`config.mk`:
```
export PLATFORM = sky130hd
export DESIGN_NAME = elev_call_dispatch_flat
export DESIGN_NICKNAME = d
export VERILOG_FILES = /design/src/rtl/elev_call_dispatch_if.sv /design/src/rtl/elev_call_dispatch.sv /design/src/flat_wrapper.sv
export SDC_FILE = /design/constraint.sdc
export NUM_CORES = 1
export LEC_CHECK = 0
export ABC_CLOCK_PERIOD_IN_PS = 3180
export CORE_MARGIN = 4
export CORE_UTILIZATION = 34
export CTS_CLUSTER_SIZE = 24
export DETAILED_ROUTE_END_ITERATION = 8
export PLACE_DENSITY = 0.54
export SYNTH_ARGS = -nofsm -noshare
export SYNTH_HDL_FRONTEND = slang
export SYNTH_SLANG_ARGS = --single-unit
```
`constraint.sdc`:
```
create_clock -name clk -period 3.18 [get_ports clk]
set_input_delay 0.636 -clock clk [delete_from_list [all_inputs] [get_ports clk]]
set_output_delay 0.636 -clock clk [all_outputs]
set_load 0.005 [all_outputs]
```
`src/rtl/elev_call_dispatch_if.sv`:
```
// Call-dispatch bus between the button/controller side and the dispatcher.
// The master side drives the buttons and car status. The slave side (the
// dispatcher) returns the target, the pending mask and the busy flag.
interface elev_call_dispatch_if #(
  parameter int NFLOORS = 4
);
  localparam int FW = (NFLOORS > 1) ? $clog2(NFLOORS) : 1;

  logic [NFLOORS-1:0] call_btn;
  logic [FW-1:0]      cur_floor;
  logic               door_open;
  logic [NFLOORS-1:0] floor_btn;
  logic [NFLOORS-1:0] pending;
  logic               busy;

  modport master (
    output call_btn, cur_floor, door_open,
    input  floor_btn, pending, busy
  );

  modport slave (
    input  call_btn, cur_floor, door_open,
    output floor_btn, pending, busy
  );
endinterface

```
`src/rtl/elev_call_dispatch.sv`:
```
// Elevator call dispatcher.
// Latches button presses as pending requests and hands them out one at a time
// in SCAN (up/down sweep) order as a one-hot target word. A request is cleared
// when the car stands at that floor with the door open.
module elev_call_dispatch #(
  parameter int NFLOORS = 4,
  parameter int DWELL   = 2
) (
  input logic            clk,
  input logic            rst,
  elev_call_dispatch_if.slave bus
);
  localparam int FW    = (NFLOORS > 1) ? $clog2(NFLOORS) : 1;
  localparam int DCW   = (DWELL > 1) ? $clog2(DWELL) : 1;
  localparam int DLAST = (DWELL > 0) ? DWELL - 1 : 0;

  typedef enum logic [1:0] {ST_IDLE, ST_MOVE, ST_DWELL} state_t;

  state_t             state_reg, state_next;
  logic [NFLOORS-1:0] btn_reg;
  logic [NFLOORS-1:0] pending_reg, pending_next;
  logic [NFLOORS-1:0] floor_btn_reg, floor_btn_next;
  logic [FW-1:0]      target_reg, target_next;
  logic [DCW-1:0]     dwell_cnt_reg, dwell_cnt_next;
  logic               dir_up_reg, dir_up_next;
  logic               busy_reg;

  logic [NFLOORS-1:0] new_call;
  logic [NFLOORS-1:0] cur_onehot;
  logic [NFLOORS-1:0] served;
  logic [NFLOORS-1:0] up_set;
  logic [NFLOORS-1:0] dn_set;
  logic [FW-1:0]      pick;

  // Lowest set bit index of v (0 when v is empty).
  function automatic logic [FW-1:0] lowest_idx(input logic [NFLOORS-1:0] v);
    lowest_idx = '0;
    for (int i = NFLOORS - 1; i >= 0; i--)
      if (v[i]) lowest_idx = FW'(i);
  endfunction

  // Highest set bit index of v (0 when v is empty).
  function automatic logic [FW-1:0] highest_idx(input logic [NFLOORS-1:0] v);
    highest_idx = '0;
    for (int i = 0; i < NFLOORS; i++)
      if (v[i]) highest_idx = FW'(i);
  endfunction

  // Per-floor decode of the car position. An out-of-range cur_floor matches
  // no bit, so it serves nothing and never equals a (always in-range) target.
  for (genvar gi = 0; gi < NFLOORS; gi++) begin : g_floor
    assign cur_onehot[gi] = (bus.cur_floor == FW'(gi));
    assign up_set[gi]     = pending_reg[gi] & (FW'(gi) > bus.cur_floor);
    assign dn_set[gi]     = pending_reg[gi] & (FW'(gi) < bus.cur_floor);
  end

  assign new_call     = bus.call_btn & ~btn_reg;
  assign served       = bus.door_open ? cur_onehot : '0;
  // Clearing wins over a same-cycle press at the open-door floor.
  assign pending_next = (pending_reg | new_call) & ~served;

  // Button history for edge detection; also loaded during reset so a button
  // held through reset does not register as a fresh press.
  always_ff @(posedge clk) begin
    btn_reg <= bus.call_btn;
  end

  // Dispatch FSM next-state: target selection in IDLE, arrival in MOVE,
  // hold timer in DWELL.
  always_comb begin
    state_next     = state_reg;
    floor_btn_next = floor_btn_reg;
    target_next    = target_reg;
    dwell_cnt_next = dwell_cnt_reg;
    dir_up_next    = dir_up_reg;
    pick           = '0;
    case (state_reg)
      ST_IDLE: begin
        floor_btn_next = '0;
        if (bus.door_open && ((up_set | dn_set) != '0)) begin
          if (dir_up_reg) begin
            if (up_set != '0) begin
              pick = lowest_idx(up_set);
            end else begin
              pick        = highest_idx(dn_set);
              dir_up_next = 1'b0;
            end
          end else begin
            if (dn_set != '0) begin
              pick = highest_idx(dn_set);
            end else begin
              pick        = lowest_idx(up_set);
              dir_up_next = 1'b1;
            end
          end
          target_next    = pick;
          floor_btn_next = NFLOORS'(1) << pick;
          state_next     = ST_MOVE;
        end
      end
      ST_MOVE: begin
        // Door still open at the departure floor is not an arrival.
        if (bus.door_open && (bus.cur_floor == target_reg)) begin
          if (DWELL == 0) begin
            state_next     = ST_IDLE;
            floor_btn_next = '0;
          end else begin
            state_next     = ST_DWELL;
            dwell_cnt_next = '0;
          end
        end
      end
      ST_DWELL: begin
        dwell_cnt_next = dwell_cnt_reg + 1'b1;
        if (dwell_cnt_reg == DCW'(DLAST)) begin
          state_next     = ST_IDLE;
          floor_btn_next = '0;
        end
      end
      default: begin
        state_next     = ST_IDLE;
        floor_btn_next = '0;
      end
    endcase
  end

  // State and registered outputs; reset drops all pending calls.
  always_ff @(posedge clk) begin
    if (rst) begin
      state_reg     <= ST_IDLE;
      pending_reg   <= '0;
      floor_btn_reg <= '0;
      target_reg    <= '0;
      dwell_cnt_reg <= '0;
      dir_up_reg    <= 1'b1;
      busy_reg      <= 1'b0;
    end else begin
      state_reg     <= state_next;
      pending_reg   <= pending_next;
      floor_btn_reg <= floor_btn_next;
      target_reg    <= target_next;
      dwell_cnt_reg <= dwell_cnt_next;
      dir_up_reg    <= dir_up_next;
      busy_reg      <= (state_next != ST_IDLE);
    end
  end

  assign bus.floor_btn = floor_btn_reg;
  assign bus.pending   = pending_reg;
  assign bus.busy      = busy_reg;
endmodule

```
`src/flat_wrapper.sv`:
```
// flat-port wrapper written by rule: the top's interface ports become plain ports
module elev_call_dispatch_flat 
#(
  parameter int NFLOORS = 4,
  parameter int DWELL   = 2
)
  (clk, rst, bus_call_btn, bus_cur_floor, bus_door_open, bus_floor_btn, bus_pending, bus_busy);
  elev_call_dispatch_if #(.NFLOORS(NFLOORS)) bus_i ();
  input logic clk;
  input logic rst;
  input wire logic [$bits(bus_i.call_btn)-1:0] bus_call_btn;
  input wire logic [$bits(bus_i.cur_floor)-1:0] bus_cur_floor;
  input wire logic [$bits(bus_i.door_open)-1:0] bus_door_open;
  output wire logic [$bits(bus_i.floor_btn)-1:0] bus_floor_btn;
  output wire logic [$bits(bus_i.pending)-1:0] bus_pending;
  output wire logic [$bits(bus_i.busy)-1:0] bus_busy;
  assign bus_i.call_btn = bus_call_btn;
  assign bus_i.cur_floor = bus_cur_floor;
  assign bus_i.door_open = bus_door_open;
  assign bus_floor_btn = bus_i.floor_btn;
  assign bus_pending = bus_i.pending;
  assign bus_busy = bus_i.busy;
  elev_call_dispatch #(.NFLOORS(NFLOORS), .DWELL(DWELL)) u_core (.clk(clk), .rst(rst), .bus(bus_i));
endmodule
```
=== Yosys cells after proc, flatten, opt, wreduce, memory -nomap -nowiden ===
Cells that the tools add are included.

* $add $sub $neg: 1
* Order comparisons: 8
* Equal/unequal tests: 8
* Shift operators: 1
* Multiplexer cells: 25
* Bitwise logic cells: 15
* Reductions and logical operators: 12

{| class="wikitable"
|+ Operator list
! kind !! count
|-
| 2-bit 2-to-1 mux || 14
|-
| 4-bit 2-to-1 mux || 3
|-
| 4-bit one-hot mux with 3 select lines || 1
|-
| 4-bit nonzero test || 3
|-
| 1-bit bitwise AND || 8
|-
| 4-bit bitwise AND || 2
|-
| 4-bit NOT || 2
|-
| 4-bit bitwise OR || 2
|-
| 2-bit equality test (second input constant) || 3
|-
| 2-bit one-hot mux with 3 select lines || 1
|-
| 2-bit AND reduction || 3
|-
| 1-bit 2-to-1 mux || 5
|-
| 2-bit by 1-bit equality test with 1-bit output (second input constant) || 2
|-
| 1-bit by 2-bit > comparator with 1-bit output (first input constant) || 2
|-
| 2-bit > comparator (first input constant) || 2
|-
| 2-bit zero test || 2
|-
| 1-bit by 2-bit < comparator with 1-bit output (first input constant) || 2
|-
| 2-bit < comparator (first input constant) || 2
|-
| 2-bit by 1-bit != test with 1-bit output (second input constant) || 2
|-
| 2-bit nonzero test || 2
|-
| 1-bit by 2-bit << shifter with 4-bit output (first input constant) || 1
|-
| 2-bit equality test || 1
|-
| 1-bit logical AND || 2
|-
| 1-bit one-hot mux with 2 select lines || 1
|-
| other kinds (2) || 2
|}

* Bits in registers: 19
* Input port bits: 9
* Output and inout bits: 9
* Logic and storage cells: 78

=== Depth between registers and ports, before layout ===
Gate-level depths: netlist (run 1).

* Depth after elaboration: 13
* Gate-level depth with buffers: 6
* Depth with buffers taken out: 5

=== Worst setup path before layout (run 1) ===
Ideal clock, no wire load.

* Path type: in2reg
* Start point: in bus_cur_floor[1]
* End point: reg u_core.dir_up_reg
* Library setup time: 0.122 ns
* Arrival time: 1.781 ns
* Data required time: 3.058 ns
* Path slack: 1.277 ns
* Stages: 5
* Buffers on the path: 1
* Cell sequence: buf_6 nor2_1 o311ai_4 or3_1 a221o_1

* Word-level cells in the longest chain between the ends: 6
* Elaborated cells on any way between the ends: 25
* Classes of those cells: 8 x order compare; 3 x mux; 9 x bitwise; 5 x reduce/logical

{| class="wikitable"
|+ RTL lines
! item !! line !! text
|-
| from (decl) || flat_wrapper.sv:12 || <nowiki>input wire logic [$bits(bus_i.cur_floor)-1:0] bus_cur_floor;</nowiki>
|-
| 1-bit by 2-bit > comparator with 1-bit output (tied with other cells) || elev_call_dispatch.sv:53 || <nowiki>assign up_set[gi] = pending_reg[gi] & (FW'(gi) > bus.cur_floor);</nowiki>
|-
| 1-bit bitwise AND (on tied branches) || elev_call_dispatch.sv:53, elev_call_dispatch.sv:54 ||
|-
| 4-bit bitwise OR || elev_call_dispatch.sv:80 || <nowiki>if (bus.door_open && ((up_set | dn_set) != '0)) begin</nowiki>
|-
| 4-bit nonzero test || elev_call_dispatch.sv:80 ||
|-
| 1-bit logical AND || elev_call_dispatch.sv:80 ||
|-
| 2-bit AND reduction (no line) || - ||
|-
| to (signal assigned) || elev_call_dispatch.sv:143 || <nowiki>dir_up_reg <= dir_up_next;</nowiki>
|-
| to (decl) || elev_call_dispatch.sv:25 || <nowiki>logic dir_up_reg, dir_up_next;</nowiki>
|}

Parallel ways exist; a longest one is shown, timed or not.
A chain may end at the register's enable or synchronous reset.

=== Worst setup path after layout (run 1) ===
Ends and elaborated chain as after synthesis.

==> summary.txt, run 1 <==
Xor/xnor cell area share of the yosys netlist = 3.009%
Detail-routed via count per cell = 5.185
Crit path required time = 3.38 ns
Leakage Power = 0.3889 nW
CTS H-tree lvls = 1
Maximum number of pins on one net before global-route repair = 16
Number of fill cells = 255
Iteration-0 DRC count of the detailed router = 21
Summed area of non-filler cells in the final layout = 1091 sq um
Cell area after synthesis = 873.3 sq um
Synth Instances = 98
Crit path setup slack, layout = 0.7374 ns
Share of the core filled with cells in the final layout = 44.44%
IR drop worst, VDD = 0.0003099 V
Post-route minimum period = 2.443 ns
Wire length of the first global-routing pass = 3.236 mm
Final weighted congestion in routability-driven placement = 0.7979
Residual DRC count = 0
Number of cell instances on the worst register-to-register path = 5
WL/cell = 13.19 um
Core box area = 2455 sq um
Sort of element at the end of the critical path = flip-flop
Launching element type of the critical path = primary input
GRT overflow = 0
Vertical extent of the die = 58.68 um
Number of failing hold endpoints at the final stage = 0
Setup Total Neg Slack = 0 ns
Antenna Nets Post-Route = 0
Area of the die = 3443 sq um
Setup Viol. Count Final = 0
WHS Path Cells = 2
Boundary Pins = 18
CTS buffer count = 3
Seq cells post-synth = 19
Max-Cap Viols = 0
Status = completed
Number of detailed-route iterations in the first pass = 4
Max stage delay on crit path = 0.63 ns
Sink count of the clock tree = 19
Area delta synth->final = 24.93%
Via count of the first global-routing pass = 712
Vias after detailed routing = 757
Total Routing Usage GR = 12.31%
Clock tree from TritonCTS = done
RSZ-0062 raised after global routing = no
Clock latency on the worst-skew pair = 0.30 ns
Worst setup timing slack at the placement stage = 0.4337 ns
Clock root buffer = sky130_fd_sc_hd__clkbuf_4
Worst clock skew = 0.009946 ns
Start-to-end type of the worst setup path = primary input to flip-flop
Initial standard-cell utilization of the core = 35.58%
Total Routed Length = 1.926 mm
Share of the yosys chip area belonging to registers = 43.55%
Area share of the largest cell type after synthesis = 43.55%
Max stage delay cell, worst path = sky130_fd_sc_hd__clkdlybuf4s50_1
Reg-to-reg critical path startpoint = u_core.bus.pending[2]$_SDFF_PP0_
Quantity of I/O buffers inserted on ports = 17
Deepest clock path buffer count = 2
Syn. warnings = 0
Syn avg cell area = 8.912 sq um
Power density of the placed cells = 436.1 nW/um^2
Setup Buffers After CTS = 0
Period Utilization, post-route = 76.81%
Total power = 0.0004758 W
Multi-input combinational cell area = 437.9 sq um
Clock-pin slew of the registers on the worst-case setup and hold paths = 0.11 ns
Ratio of cells with drive above 1 in the final layout = 9.483%
Worst Hold End = u_core.bus.floor_btn[0]$_SDFFE_PP0P_
Crit Reg-Reg Endpoint = u_core.dir_up_reg$_SDFFE_PP1P_
Number of hold buffers added after cts = 0
Simple logic cell fraction of the synthesized area = 17.62%
Number of antenna violations at the first check in global routing = 0
Sequential cell area = 380.4 sq um
Area fraction in compound gates after synthesis = 28.37%
Half-perimeter wire length of the detailed placement result = 1.388 mm
Worst Path Arrival = 2.64 ns
Fmax = 0.4094 GHz
Diodes inserted = 0
Mux contribution to synthesized area = 1.146%
Classification of the worst-slack hold path = flip-flop to flip-flop
Largest family of logic cells by synthesized area = compound AO/OA/AOI/OAI gates
Horizontal extent of the die = 58.68 um
Count of distinct cell types in the synthesized netlist = 35
Setup slack of the worst register-to-register path = 1.39 ns
Dominant cell type by area after synthesis = sky130_fd_sc_hd__dfxtp_1
Origin of the worst min-delay path = u_core.bus.floor_btn[0]$_SDFFE_PP0P_
Syn_nets = 107
Placed Instance Area = 1064 sq um
Cell family with most CP delay = compound AO/OA/AOI/OAI gates
Cell Rows = 18
Cell chain of the critical path = clkdlybuf4s50_1, nand2b_1, a21oi_2, o311ai_4, or3_1, a221o_1
Largest fanout of any net on the critical path = 12
Final slew viol count = 0
Leading post-synthesis cells by cell area = sky130_fd_sc_hd__dfxtp_1 (44%), sky130_fd_sc_hd__a21oi_1 (6.3%), sky130_fd_sc_hd__a311oi_1 (4.0%)
Rel. slew slack = 63.99%
Number of gates resized after cts = 0
WP buf/inv = 1
Measured slew at the worst slew-check pin = 0.5385 ns
Final net count = 126
Post-Synth Adder-Cell Area = 0%
[placed cells by master, fill, tap and decap left out, drive strengths merged, types with 2 or more instances in the layout]
| cell | count |
|---|---|
| a311oi | 4 |
| o211ai | 2 |
| a22o | 2 |
| nor2b | 2 |
| inv | 8 |
| nand2b | 2 |
| nand3b | 3 |
| a31oi | 2 |
| clkdlybuf4s50 | 17 |
| nand3 | 3 |
| dfxtp | 19 |
| nor2 | 5 |
| xnor2 | 2 |
| clkbuf | 3 |
| nand2 | 7 |
| a21oi | 12 |
| o21ai | 6 |
[cell families after synthesis]
family,after synthesis
AO/OA/AOI/OAI,34
XOR/XNOR,3
buffers and inverters,12
flip-flops,19
multiplexers,1
AND/OR/NAND/NOR,29
[where the power goes]
group	switching [W]	total, W	internal [W]
Clock	0.0000749	0.000122	0.0000469
Sequential	0.0000121	0.000264	0.000252
Combinational	0.0000448	0.0000903	0.0000455
[metrics by stage]
stage | hold WS, ns | instances
after floorplan | 0.4487 | 98
after global placement | 0.4462 | 142
after detailed placement | 0.4549 | 142
after CTS | 0.4905 | 146
after global routing | 0.5108 | 146
final | 0.4855 | 146
[area by class of cell]
type | count | share of cell area, %
tap | 30 | 3.440
clock inverter | 1 | 0.4587
timing repair buffer | 18 | 16.28
sequential | 19 | 34.86
multi-input combinational | 67 | 40.14
inverter | 8 | 2.752
clock buffer | 3 | 2.064
[metal layers]
| layer | track usage [%] | up-vias | wire length [um] |
|---|---|---|---|
| li1 | - | 391 | - |
| met3 | 4.825 | 2 | 103 |
| met1 | 16.73 | 351 | 965 |
| met5 | 0 | - | 0 |
| met4 | 2.913 | 0 | 18 |
| met2 | 18.34 | 13 | 838 |
[how the worst max path moves through the flow]
stage                startpoint                        endpoint  slack, ns  depth (start not counted)
6_report       bus_cur_floor[1]  u_core.dir_up_reg$_SDFFE_PP1P_       0.74                          6
5_1_grt        bus_cur_floor[1]  u_core.dir_up_reg$_SDFFE_PP1P_       0.66                          6
4_1_cts        bus_cur_floor[1]  u_core.dir_up_reg$_SDFFE_PP1P_       0.75                          6
3_5_place_dp   bus_cur_floor[1]  u_core.dir_up_reg$_SDFFE_PP1P_       0.43                          6
3_3_place_gp   bus_cur_floor[1]  u_core.dir_up_reg$_SDFFE_PP1P_       0.46                          6
2_1_floorplan  bus_cur_floor[1]  u_core.dir_up_reg$_SDFFE_PP1P_       1.28                          5
[synth_stat cells (all sizes together)]
library cell,n
dfxtp,19
a21oi,12
inv,8
nand2,7
o21ai,6
nor2,5
a311oi,4
buf,3
nand3,3
nand3b,3
a22o,2
a31oi,2
nand2b,2
nor2b,2
o211ai,2
xnor2,2
a21o,1
a221o,1
a31o,1
and2,1
clkbuf,1
mux2i,1
nand4,1
nor3,1
o311a,1
o311ai,1
o31ai,1
or2,1
or2b,1
or3,1
or3b,1
xor2,1
[worst register-to-register path, delay by kind of cell, from the launching register on]
family / cells / cell delay [ns]
AND/OR/NAND/NOR: 3 / 0.70
flip-flops: 1 / 0.47
AO/OA/AOI/OAI: 2 / 0.53
Power figures use the tool's default switching activity.
==> inputs of run 2 (changes only) <==
--- a/config.mk
+++ b/config.mk
@@ -5,12 +5,12 @@
 export SDC_FILE = /design/constraint.sdc
 export NUM_CORES = 1
 export LEC_CHECK = 0
-export ABC_CLOCK_PERIOD_IN_PS = 3180
+export ABC_CLOCK_PERIOD_IN_PS = 2000
 export CORE_MARGIN = 4
 export CORE_UTILIZATION = 34
 export CTS_CLUSTER_SIZE = 24
 export DETAILED_ROUTE_END_ITERATION = 8
-export PLACE_DENSITY = 0.54
+export PLACE_DENSITY = 0.56
 export SYNTH_ARGS = -nofsm -noshare
 export SYNTH_HDL_FRONTEND = slang
 export SYNTH_SLANG_ARGS = --single-unit
==> constraint.sdc (replaced) <==
create_clock -name clk -period 2 [get_ports clk]
set_input_delay 0.4 -clock clk [delete_from_list [all_inputs] [get_ports clk]]
set_output_delay 0.4 -clock clk [all_outputs]
set_load 0.005 [all_outputs]
==> run 2 against run 1 <==
  * Critical path depth is the same
  * Combinational power increased by 82%
  * Sequential share of layout area is 2.4 points lower
  * Critical endpoint unchanged
==> summary.txt, run 2 (synthesized netlist as in run 1, its figures left out) <==
Status = completed
Detail-routed via count per cell = 5.076 (-2.1%)
Classification of the worst-slack hold path = flip-flop to flip-flop
Worst clock skew = 0.004339 ns (-0.005607 ns)
Antenna Nets Post-Route = 0 (unchanged)
RSZ-0062 raised after global routing = no
Crit path setup slack, layout = 0.1323 ns (-0.6052 ns)
Core box area = 2455 sq um (unchanged)
Wire length of the first global-routing pass = 3.615 mm (+12%)
Maximum number of pins on one net before global-route repair = 11 (-5)
Post-route minimum period = 1.868 ns
Vias after detailed routing = 797 (+5.3%)
WHS Path Cells = 2 (unchanged)
CTS H-tree lvls = 1 (unchanged)
WL/cell = 13.41 um (+1.6%)
Ratio of cells with drive above 1 in the final layout = 16.54% (+7.1 points)
WP buf/inv = 1 (unchanged)
Origin of the worst min-delay path = u_core.target_reg[1]$_SDFFE_PP0P_
Worst Hold End = u_core.target_reg[1]$_SDFFE_PP0P_
GRT overflow = 0 (unchanged)
Summed area of non-filler cells in the final layout = 1172 sq um (+7.5%)
Via count of the first global-routing pass = 789 (+11%)
Start-to-end type of the worst setup path = primary input to flip-flop
Setup Buffers After CTS = 0 (unchanged)
Clock latency on the worst-skew pair = 0.31 ns (about the same)
Clock-pin slew of the registers on the worst-case setup and hold paths = 0.11 ns (about the same)
Final weighted congestion in routability-driven placement = 0.8577 (+7.5%)
Power density of the placed cells = 671.7 nW/um^2 (+54%)
Initial standard-cell utilization of the core = 35.58% (unchanged)
Area delta synth->final = 34.24%
Total Routing Usage GR = 14.03% (+1.7 points)
Max stage delay on crit path = 0.47 ns (-0.16 ns)
Number of cell instances on the worst register-to-register path = 5 (unchanged)
Crit path required time = 2.21 ns (-1.17 ns)
Reg-to-reg critical path startpoint = u_core.bus.pending[2]$_SDFF_PP0_
Max-Cap Viols = 0 (unchanged)
Fmax = 0.5354 GHz
Placed Cells incl. Taps = 153 (+7.7%)
Number of gates resized after cts = 0 (unchanged)
Iteration-0 DRC count of the detailed router = 17 (-19%)
Half-perimeter wire length of the detailed placement result = 1.595 mm (+15%)
Horizontal extent of the die = 58.68 um (unchanged)
Cell Rows = 18 (unchanged)
Number of hold buffers added after cts = 0 (unchanged)
Leakage Power = 0.4391 nW (+13%)
Diodes inserted = 0 (unchanged)
Launching element type of the critical path = primary input
Sink count of the clock tree = 19 (unchanged)
Cell chain of the critical path = clkdlybuf4s50_1, nand2b_1, a21oi_2, o311ai_4, or3_1, a221o_1
Cell family with most CP delay = compound AO/OA/AOI/OAI gates
Clock root buffer = sky130_fd_sc_hd__clkbuf_4
Period Utilization, post-route = 93.39%
Number of antenna violations at the first check in global routing = 0 (unchanged)
Residual DRC count = 0 (unchanged)
CTS buffer count = 3 (unchanged)
Boundary Pins = 18 (unchanged)
Number of failing hold endpoints at the final stage = 0 (unchanged)
Measured slew at the worst slew-check pin = 0.2685 ns (-0.2700 ns)
Setup slack of the worst register-to-register path = 0.30 ns (-1.09 ns)
Area of the die = 3443 sq um (unchanged)
Post-route non-filler standard cell count = 157 (+7.5%)
Placed Instance Area = 1146 sq um (+7.8%)
Leading cell types in the layout, fill and taps excluded = sky130_fd_sc_hd__dfxtp_1 (19), sky130_fd_sc_hd__clkdlybuf4s50_1 (17), sky130_fd_sc_hd__buf_4 (12), sky130_fd_sc_hd__a21oi_1 (11), sky130_fd_sc_hd__inv_1 (8)
Deepest clock path buffer count = 2 (unchanged)
Clock tree from TritonCTS = done
Largest fanout of any net on the critical path = 5 (-7)
Final net count = 137 (+8.7%)
Rel. slew slack = 82.04% (+18 points)
Worst setup timing slack at the placement stage = -0.1973 ns (-0.6311 ns)
Worst Path Arrival = 2.08 ns (-0.56 ns)
Total power = 0.0007875 W (+66%)
IR drop worst, VDD = 0.0003466 V (+12%)
Leading cell type in the layout, fill and taps excluded = sky130_fd_sc_hd__dfxtp_1
Max stage delay cell, worst path = sky130_fd_sc_hd__clkdlybuf4s50_1
Vertical extent of the die = 58.68 um (unchanged)
Quantity of I/O buffers inserted on ports = 17 (unchanged)
Crit Reg-Reg Endpoint = u_core.dir_up_reg$_SDFFE_PP1P_
Setup Viol. Count Final = 0 (unchanged)
Sort of element at the end of the critical path = flip-flop
Number of detailed-route iterations in the first pass = 4 (unchanged)
Total Routed Length = 2.105 mm (+9.3%)
Final slew viol count = 0 (unchanged)
==> run 2: worst max-delay path by stage <==
stage / startpoint / end / slack, ns / cells after the start
2_1_floorplan: bus_cur_floor[1] / u_core.dir_up_reg$_SDFFE_PP1P_ / 0.33 / 5
3_3_place_gp: bus_cur_floor[1] / u_core.dir_up_reg$_SDFFE_PP1P_ / -0.17 / 6
3_5_place_dp: bus_cur_floor[1] / u_core.dir_up_reg$_SDFFE_PP1P_ / -0.20 / 6
4_1_cts: bus_cur_floor[1] / u_core.dir_up_reg$_SDFFE_PP1P_ / 0.13 / 6
5_1_grt: bus_cur_floor[1] / u_core.dir_up_reg$_SDFFE_PP1P_ / 0.02 / 6
6_report: bus_cur_floor[1] / u_core.dir_up_reg$_SDFFE_PP1P_ / 0.13 / 6
==> run 2: routing by layer <==
layer	GRT usage [%]	part of all wire (%)	vias to the layer above
li1	-	-	414
met3	3.947	4.1	4
met2	20.57	42	15
met5	0	0	-
met4	6.796	1.7	0
met1	18.85	52	364
==> run 2: layout make-up <==
class,count,area (sq um)
well taps,30,37.54
fillers,249,1282
inverters,8,30.03
flip-flops and latches,19,380.4
clock buffers,4,26.28
multi-input cells,67,437.9
repair buffers,29,260.3
==> run 2: metrics by stage <==
| step | util [%] | setup TNS (ns) | hold slack, ns |
|---|---|---|---|
| after global placement | 46.69 | -0.4194 | 0.4444 |
| after floorplan | - | 0 | 0.4277 |
| final | 47.76 | 0 | 0.4748 |
| after detailed placement | 46.69 | -0.6099 | 0.4552 |
| after CTS | 47.76 | 0 | 0.4768 |
| after global routing | 47.76 | 0 | 0.5161 |
==> run 2: worst min-delay path: cells and delay by family (launching register included) <==
| family | cells | cell delay (ns) |
|---|---|---|
| flip-flops | 1 | 0.33 |
| AND/OR/NAND/NOR | 1 | 0.05 |
| AO/OA/AOI/OAI | 1 | 0.05 |
==> run 2: where the power goes <==
part	leakage (nW)	internal [W]	total (W)	switching (W)
sequential	0.156	0.000400	0.000421	0.0000206
clock	0.0150	0.0000780	0.000203	0.000125
combinational	0.268	0.0000880	0.000164	0.0000761
